## config.mk

```make
export PLATFORM = sky130hd
export DESIGN_NAME = uart_div_ctrl_flat
export DESIGN_NICKNAME = d
export VERILOG_FILES = /design/src/rtl/uart_div_ctrl_if.sv /design/src/rtl/uart_div_ctrl.sv /design/src/flat_wrapper.sv
export SDC_FILE = /design/constraint.sdc
export NUM_CORES = 1
export LEC_CHECK = 0
export ABC_CLOCK_PERIOD_IN_PS = 3300
export BUFFER_PORTS_ARGS = -buffer_cell sky130_fd_sc_hd__buf_4
export CORE_ASPECT_RATIO = 0.75
export CORE_MARGIN = 10
export CORE_UTILIZATION = 35
export CTS_BUF_LIST = sky130_fd_sc_hd__clkbuf_16
export CTS_CLUSTER_SIZE = 40
export DETAILED_ROUTE_END_ITERATION = 12
export PLACE_DENSITY = 0.62
export SETUP_SLACK_MARGIN = 0.15
export SLEW_MARGIN = 0
export SYNTH_ARGS = -nofsm -noshare
export SYNTH_HDL_FRONTEND = slang
export SYNTH_SLANG_ARGS = --single-unit
```

## constraint.sdc

```tcl
create_clock -name clk -period 3.3 [get_ports clk]
set_input_delay 0.66 -clock clk [delete_from_list [all_inputs] [get_ports clk]]
set_output_delay 0.66 -clock clk [all_outputs]
set_load 0.01 [all_outputs]
```

## src/rtl/uart_div_ctrl_if.sv

```systemverilog
// Byte-level link between the divider controller and the UART receiver/transmitter,
// plus the controller's status flags.
interface uart_div_ctrl_if;
  logic       rx_ready;
  logic [7:0] rx_data;
  logic       tx_done;
  logic       tx_start;
  logic [7:0] tx_data;
  logic       busy;
  logic       div0;
  logic       overrun;

  modport master (
    input  rx_ready, rx_data, tx_done,
    output tx_start, tx_data, busy, div0, overrun
  );

  modport slave (
    output rx_ready, rx_data, tx_done,
    input  tx_start, tx_data, busy, div0, overrun
  );
endinterface

```

## src/rtl/uart_div_ctrl.sv

```systemverilog
// Collects a dividend and a divisor from the UART byte stream (MSB first), runs a
// restoring divide and returns quotient then remainder bytes to the transmitter.
module uart_div_ctrl #(
  parameter int WIDTH   = 16,
  parameter int TIMEOUT = 50000
) (
  input  logic            clk,
  input  logic            rst,
  uart_div_ctrl_if.master bus
);
  localparam int NB    = WIDTH / 8;
  localparam int CNT_W = $clog2(2 * NB + 1);
  localparam int IT_W  = $clog2(WIDTH + 1);
  localparam int TO_W  = $clog2(TIMEOUT + 1);

  typedef enum logic [2:0] {RX_A, RX_B, DIV, TX_SEND, TX_WAIT} state_t;

  state_t             state_reg, state_next;
  logic [CNT_W-1:0]   cnt_reg, cnt_next;
  logic [IT_W-1:0]    iter_reg, iter_next;
  logic [TO_W-1:0]    tmo_reg, tmo_next;
  logic [WIDTH-1:0]   ra_reg, ra_next;
  logic [WIDTH-1:0]   rb_reg, rb_next;
  logic [WIDTH-1:0]   rem_reg, rem_next;
  logic [2*WIDTH-1:0] txbuf_reg, txbuf_next;
  logic               div0_reg, div0_next;
  logic               overrun_reg, overrun_next;
  logic               busy, tx_start;

  // rem_shift is the WIDTH+1-bit working remainder; its MSB never survives a
  // step, so only WIDTH bits need to be held between cycles.
  logic [WIDTH:0]     rem_shift;
  logic               rem_ge;
  logic [WIDTH-1:0]   rem_step;
  logic [WIDTH-1:0]   q_step;
  logic [WIDTH-1:0]   ra_shift, rb_shift;
  logic               in_frame;

  assign rem_shift = {rem_reg, ra_reg[WIDTH-1]};
  assign rem_ge    = rem_shift >= {1'b0, rb_reg};
  assign rem_step  = rem_ge ? WIDTH'(rem_shift - {1'b0, rb_reg}) : rem_shift[WIDTH-1:0];
  assign q_step    = {ra_reg[WIDTH-2:0], rem_ge};
  assign ra_shift  = (ra_reg << 8) | WIDTH'(bus.rx_data);
  assign rb_shift  = (rb_reg << 8) | WIDTH'(bus.rx_data);
  assign in_frame  = (state_reg == RX_B) || (state_reg == RX_A && cnt_reg != '0);

  always_ff @(posedge clk) begin
    if (rst) begin
      state_reg   <= RX_A;
      cnt_reg     <= '0;
      iter_reg    <= '0;
      tmo_reg     <= '0;
      ra_reg      <= '0;
      rb_reg      <= '0;
      rem_reg     <= '0;
      txbuf_reg   <= '0;
      div0_reg    <= 1'b0;
      overrun_reg <= 1'b0;
    end else begin
      state_reg   <= state_next;
      cnt_reg     <= cnt_next;
      iter_reg    <= iter_next;
      tmo_reg     <= tmo_next;
      ra_reg      <= ra_next;
      rb_reg      <= rb_next;
      rem_reg     <= rem_next;
      txbuf_reg   <= txbuf_next;
      div0_reg    <= div0_next;
      overrun_reg <= overrun_next;
    end
  end

  always_comb begin
    state_next   = state_reg;
    cnt_next     = cnt_reg;
    iter_next    = iter_reg;
    tmo_next     = tmo_reg;
    ra_next      = ra_reg;
    rb_next      = rb_reg;
    rem_next     = rem_reg;
    txbuf_next   = txbuf_reg;
    div0_next    = div0_reg;
    busy         = (state_reg == DIV) || (state_reg == TX_SEND) || (state_reg == TX_WAIT);
    tx_start     = 1'b0;
    // Bytes arriving while busy are dropped; only the sticky flag records them.
    overrun_next = overrun_reg | (bus.rx_ready & busy);

    case (state_reg)
      RX_A, RX_B: begin
        if (bus.rx_ready) begin
          tmo_next = '0;
          cnt_next = (cnt_reg == CNT_W'(NB - 1)) ? '0 : cnt_reg + CNT_W'(1);
          if (state_reg == RX_A) begin
            ra_next = ra_shift;
            if (cnt_reg == '0) div0_next = 1'b0;
            if (cnt_reg == CNT_W'(NB - 1)) state_next = RX_B;
          end else begin
            rb_next = rb_shift;
            if (cnt_reg == CNT_W'(NB - 1)) begin
              state_next = DIV;
              iter_next  = '0;
              rem_next   = '0;
              div0_next  = (rb_shift == '0);
            end
          end
        end else if (in_frame) begin
          if (tmo_reg == TO_W'(TIMEOUT)) begin
            state_next = RX_A;
            cnt_next   = '0;
            tmo_next   = '0;
          end else begin
            tmo_next = tmo_reg + TO_W'(1);
          end
        end
      end
      // A zero divisor always subtracts, so the quotient fills with ones and the
      // dividend shifts straight into the remainder: no special-case datapath.
      DIV: begin
        rem_next  = rem_step;
        ra_next   = q_step;
        iter_next = iter_reg + IT_W'(1);
        if (iter_reg == IT_W'(WIDTH - 1)) begin
          state_next = TX_SEND;
          cnt_next   = '0;
          txbuf_next = {q_step, rem_step};
        end
      end
      TX_SEND: begin
        tx_start   = 1'b1;
        state_next = TX_WAIT;
      end
      TX_WAIT: begin
        if (bus.tx_done) begin
          txbuf_next = txbuf_reg << 8;
          if (cnt_reg == CNT_W'(2 * NB - 1)) begin
            state_next = RX_A;
            cnt_next   = '0;
          end else begin
            state_next = TX_SEND;
            cnt_next   = cnt_reg + CNT_W'(1);
          end
        end
      end
      default: state_next = RX_A;
    endcase
  end

  assign bus.tx_start = tx_start;
  assign bus.tx_data  = txbuf_reg[2*WIDTH-1 -: 8];
  assign bus.busy     = busy;
  assign bus.div0     = div0_reg;
  assign bus.overrun  = overrun_reg;
endmodule

```

## src/flat_wrapper.sv

```systemverilog
// flat-port wrapper written by rule: the top's interface ports become plain ports
module uart_div_ctrl_flat 
#(
  parameter int WIDTH   = 16,
  parameter int TIMEOUT = 50000
)
  (clk, rst, bus_rx_ready, bus_rx_data, bus_tx_done, bus_tx_start, bus_tx_data, bus_busy, bus_div0, bus_overrun);
  uart_div_ctrl_if bus_i ();
  input  logic clk;
  input  logic rst;
  input wire logic [$bits(bus_i.rx_ready)-1:0] bus_rx_ready;
  input wire logic [$bits(bus_i.rx_data)-1:0] bus_rx_data;
  input wire logic [$bits(bus_i.tx_done)-1:0] bus_tx_done;
  output wire logic [$bits(bus_i.tx_start)-1:0] bus_tx_start;
  output wire logic [$bits(bus_i.tx_data)-1:0] bus_tx_data;
  output wire logic [$bits(bus_i.busy)-1:0] bus_busy;
  output wire logic [$bits(bus_i.div0)-1:0] bus_div0;
  output wire logic [$bits(bus_i.overrun)-1:0] bus_overrun;
  assign bus_i.rx_ready = bus_rx_ready;
  assign bus_i.rx_data = bus_rx_data;
  assign bus_i.tx_done = bus_tx_done;
  assign bus_tx_start = bus_i.tx_start;
  assign bus_tx_data = bus_i.tx_data;
  assign bus_busy = bus_i.busy;
  assign bus_div0 = bus_i.div0;
  assign bus_overrun = bus_i.overrun;
  uart_div_ctrl #(.WIDTH(WIDTH), .TIMEOUT(TIMEOUT)) u_core (.clk(clk), .rst(rst), .bus(bus_i));
endmodule
```

## Yosys cells after proc, flatten, opt, wreduce, memory -nomap -nowiden

Cells that the tools add are included.

- Flip-flop bits (word level): 109
- Input bits: 12
- Output and inout port bits: 12
- Word-level logic and storage cells: 98

- Add/subtract/negate cells: 4
- Magnitude comparators: 1
- Equality and inequality tests: 18
- Mux-type cells: 38
- Bitwise logic cells: 5
- Reductions and logical operators: 22

Operators with widths:

| cell | number |
|---|---|
| $mux W16 | 9 |
| $mux W32 | 2 |
| $pmux W16 S2 | 2 |
| $pmux W32 S2 | 1 |
| $mux W3 | 13 |
| $or A16 B8 Y16 | 2 |
| $ge A17 B16 Y1 | 1 |
| $add A16 B1 Y16 const B | 1 |
| $eq A16 B16 Y1 const B | 1 |
| $logic_not A16 Y1 | 1 |
| $sub A16 B16 Y16 | 1 |
| $mux W5 | 3 |
| $pmux W3 S4 | 1 |
| $ne A2 B2 Y1 const B | 5 |
| $pmux W5 S2 | 1 |
| $reduce_and A5 Y1 | 2 |
| $eq A3 B2 Y1 const B | 3 |
| $ne A3 B2 Y1 const B | 3 |
| $pmux W3 S3 | 1 |
| $reduce_and A3 Y1 | 3 |
| $reduce_and A4 Y1 | 2 |
| $reduce_bool A2 Y1 | 4 |
| $eq A3 B1 Y1 const B | 2 |
| $logic_not A3 Y1 | 2 |
| 15 further kinds | 22 |

## Depth between registers and ports, before layout

- Depth after elaboration: 6
- Gate-level depth with buffers: 12
- Mapped depth without buffers: 11

## Least setup slack after synthesis

Ideal clock, no wire load.

- Path kind: reg2reg
- Start point: register u_core.rb_reg[6]
- End point: register u_core.txbuf_reg[11]
- Library setup time: 0.079 ns
- Arrival: 2.428 ns
- Data required time: 3.221 ns
- Slack: 0.793 ns
- Stages on the path, launching flop included: 12
- Buffers on the path: 3
- Period minus slack after synthesis: 2.507 ns
- Path through: dfxtp_1 > inv_1 > ha_1 > buf_2 > a2111oi_4 > a21oi_2 > a221o_1 > a2bb2oi_1 > buf_6 > buf_6 > o21a_1 > a211oi_2

- Cells in the longest elaborated chain, start to end: 4
- Elaborated cells on any way between the ends: 5
- Those cells by class: add/sub: 1; order compare: 1; mux: 3

Ends and longest elaborated chain:

| element | RTL line | source |
|---|---|---|
| start: declaration | uart_div_ctrl.sv:23 | `logic [WIDTH-1:0] rb_reg, rb_next;` |
| start signal: assignment | uart_div_ctrl.sv:65 | `rb_reg <= rb_next;` |
| $sub A16 B16 Y16 or $ge A17 B16 Y1 (tied branches) | uart_div_ctrl.sv:41, uart_div_ctrl.sv:40 |  |
| $mux W16 (*) | uart_div_ctrl.sv:41 | `assign rem_step = rem_ge ? WIDTH'(rem_shift - {1'b0, rb_reg}) : rem_shift[WIDTH-1:0];` |
| $mux W32 (*) | uart_div_ctrl.sv:122 | `if (iter_reg == IT_W'(WIDTH - 1)) begin` |
| $pmux W32 S2 (*) | uart_div_ctrl.sv:88 | `case (state_reg)` |
| end signal: assignment | uart_div_ctrl.sv:67 | `txbuf_reg <= txbuf_next;` |
| end: declaration | uart_div_ctrl.sv:25 | `logic [2*WIDTH-1:0] txbuf_reg, txbuf_next;` |

Mark *: on every way between the ends. The rest lies on a longest branch, timed or not. The select of a mux whose other input is x is not followed.
A chain may end at the register's enable or synchronous reset.

## Worst setup path after layout

- Start point: register u_core.rb_reg[6]
- End point: register u_core.rem_reg[6]

- Cells in the longest elaborated chain, start to end: 3
- Elaborated cells on any way between the ends: 4
- Those cells by class: add/sub: 1; order compare: 1; mux: 2

Ends and longest elaborated chain:

| element | RTL line | source |
|---|---|---|
| $sub A16 B16 Y16 or $ge A17 B16 Y1 (tied branches) | uart_div_ctrl.sv:41, uart_div_ctrl.sv:40 |  |
| $mux W16 (*) | uart_div_ctrl.sv:41 |  |
| $pmux W16 S2 (*) | uart_div_ctrl.sv:88 |  |
| end signal: assignment | uart_div_ctrl.sv:66 | `rem_reg <= rem_next;` |
| end: declaration | uart_div_ctrl.sv:24 | `logic [WIDTH-1:0] rem_reg, rem_next;` |

Mark *: on every way between the ends. The rest lies on a longest branch, timed or not.

==> run metrics <==
Critical R2R Launch u_core.rb_reg[6]$_SDFFE_PP0P_; TritonCTS buffer count 9; # diodes 0; ys flop type dfxtp_1; post-synthesis mux area share 3.32%; post-CTS sizing 0; Worst slew margin 27.4%; Die ar. 22100 um2; commonest cells after routing, fill and taps aside nand2_1 (137), dfxtp_1 (109), nor2_1 (85); IO Pins 24; Hold Crit Class flop to flop; Die Span Y 131 um; mapped cell area 5770 um2; GR Overflow Total 0; multi-input logic area 3250 um2; dpl hpwl 10.8 mm; GRT Overall Usage 13.0%; Final nets 761; most common cell after layout, fill and taps aside nand2_1; CTS HTree Levels 3; post-synthesis compound-gate area fraction 20.4%; clk buf depth 2; Netlist cell types 58; critical path arrival 3100 ps; Reg area 2180 um2; count of final setup violators 0; number of synthesized register bits 109; synth warn 0; crit path cell chain inv_1 > ha_1 > o211a_1 > a211oi_2 > a21oi_2 > a221o_1 > a2bb2oi_2 > buf_4 > mux2_2 > a22o_1; async set-reset flop share out of synthesis 0%; initial antenna violation count 0; CTS tree yes; Worst-Margin Slew 1080 ps; hold violation count in the final report 0; first-pass GRT wire length 24.0 mm; Fill cells 1692; worst stage delay on the critical path 460 ps; WL/cell 15.8 um; Slew Viols, Final 0; Final Skew 7.12 ps; post-synthesis simple-gate area fraction 22.8%; Clock Pin Slew Worst Setup and Hold Paths 70 ps; largest net degree at the start of global routing 47; power per cell area 435 nW/um2; R2R Setup Slk 450 ps; Vias 5040; Worst-Skew Late Latency 360 ps; Post-DP Area 6050 um2; critical path class flop to flop; Worst Hold Endpoint u_core.txbuf_reg[7]$_SDFFE_PP0P_; Hold Buf Count CTS 0; number of enable flip-flop cells after synthesis 0; DRC Markers 0; drt first pass iters 5; top cells by area, synth dfxtp_1 (38%), nand2_1 (8.9%), ha_1 (5.6%); max reg flops 32; Clock Tree Root clkbuf_16; worst vdd ir 267 uV; Mapped Nets 769; largest family of logic cells by synthesized area simple AND/OR/NAND/NOR gates; Post-CTS Setup Bufs 0; Reg-to-Reg End u_core.rem_reg[6]$_SDFFE_PP0P_; gpl congestion 0.904; worst hold stages 2; core area 16100 um2; R2R depth 10; DRT Wirelength 14.8 mm; port bufs 23; synthesized-area fraction occupied by adder cells 5.98%; status finished, final reports clean; Seq/Total Area, Yosys 37.8%; Syn Area/Cell 7.90 um2; setup TNS 0 ps; Post-Synth XOR/XNOR Area 3.49%; critical path endpoint category flop; vias per cell 5.38; critical path required time 3550 ps; share of cells above drive strength 1 7.84%; Worst Path Max Fanout 7; # clock sinks 109; Pleak 2.35 nW; initial core utilization 35.8%; Yosys top cell area share 37.8%; cell count after synthesis 730; CP Launch Type flop; max-capacitance violation count 0; cell row count 40; Die X 168 um; Syn-to-layout area delta 9.95%; Hold Path Origin u_core.txbuf_reg[7]$_SDFFE_PP0P_; Antenna Nets Post-Route 0; fin area 6340 um2; Tmin final 2850 ps; period utilisation layout 86.4%; vias in the first global route 4454; Crit-path slowest cell ha_1; post-synth top area cell dfxtp_1; unrepaired setup endpoints after global routing no; initial drt markers 400; FMAX 0.351 GHz
-- cell type report --
class / instances / share of cell area (%)
multi-input combinational: 538 / 51.3
sequential: 109 / 34.4
tap: 210 / 4.14
timing repair buffer: 31 / 3.67
clock buffer: 9 / 3.55
inverter: 33 / 1.95
clock inverter: 7 / 1.03
-- routing by layer --
metal	vias to the layer above	track usage (%)	share of wire, %
met5	-	0	0
met4	0	3.62	0.84
met3	10	2.95	6.5
met2	131	16.4	38
met1	2366	20.7	55
li1	2533	-	-
-- power breakdown --
part / total (mW) / internal [mW] / switching, mW
clock network: 1.09 / 0.585 / 0.505
registers: 1.37 / 1.34 / 0.0301
logic: 0.302 / 0.118 / 0.184
-- how the worst max path moves through the flow --
stage,start,to,slack (ps),cells past startpoint
6_report,u_core.rb_reg[6]$_SDFFE_PP0P_,u_core.rem_reg[6]$_SDFFE_PP0P_,450,10
3_5_place_dp,u_core.rb_reg[6]$_SDFFE_PP0P_,u_core.rem_reg[6]$_SDFFE_PP0P_,490,10
3_3_place_gp,u_core.rb_reg[6]$_SDFFE_PP0P_,u_core.rem_reg[5]$_SDFFE_PP0P_,530,10
4_1_cts,u_core.rb_reg[6]$_SDFFE_PP0P_,u_core.rem_reg[6]$_SDFFE_PP0P_,470,10
5_1_grt,u_core.rb_reg[1]$_SDFFE_PP0P_,u_core.rem_reg[5]$_SDFFE_PP0P_,180,10
2_1_floorplan,u_core.rb_reg[6]$_SDFFE_PP0P_,u_core.txbuf_reg[11]$_SDFFE_PP0P_,790,11
-- synth_stat cells (all sizes together) (2+ instances only) --
| cell | instances |
|---|---|
| ha | 26 |
| o21ai | 44 |
| nand2 | 137 |
| a211oi | 14 |
| mux2i | 18 |
| nand2b | 5 |
| nor4 | 6 |
| nor2b | 4 |
| and3 | 9 |
| clkbuf | 34 |
| nor4bb | 3 |
| and2 | 3 |
| dfxtp | 109 |
| nor2 | 85 |
| o31a | 3 |
| a31oi | 4 |
| xor2 | 15 |
| a21oi | 36 |
| a22o | 4 |
| nand3b | 2 |
| nor3 | 8 |
| a2111oi | 3 |
| or4 | 2 |
| buf | 16 |
| a21o | 4 |
| nand4 | 8 |
| nand3 | 14 |
| inv | 33 |
| a311oi | 34 |
| and4 | 2 |
| or3 | 8 |
| o21a | 10 |
| xnor2 | 8 |
-- per-stage QoR --
stage | hold slack [ps] | power (mW) | cells | util [%] | worst slack [ps]
CTS | 458 | 2.79 | 937 | 39.4 | 467
global placement | 428 | 1.70 | 921 | 37.6 | 530
floorplan | 418 | 1.61 | 730 | - | 793
detailed placement | 438 | 1.70 | 921 | 37.6 | 490
finish | 456 | 2.76 | 937 | 39.4 | 448
global route | 480 | 2.88 | 937 | 39.4 | 182
-- worst max-delay path, delay by kind of cell (launching register included) --
family / cells / cell delay (ps)
compound gates: 6 / 1270
fa+ha+maj: 1 / 460
flops: 1 / 370
mux: 1 / 350
buf+inv: 2 / 290
-- cell families (layout without fill, tap and decap cells) --
kind of cell	Yosys count	in the layout
compound gates	170	170
xor+xnor	23	23
fa+ha+maj	27	27
flops	109	109
mux	19	19
buf+inv	83	80
simple gates	299	299
No activity file was read; power rests on OpenSTA's default activity.
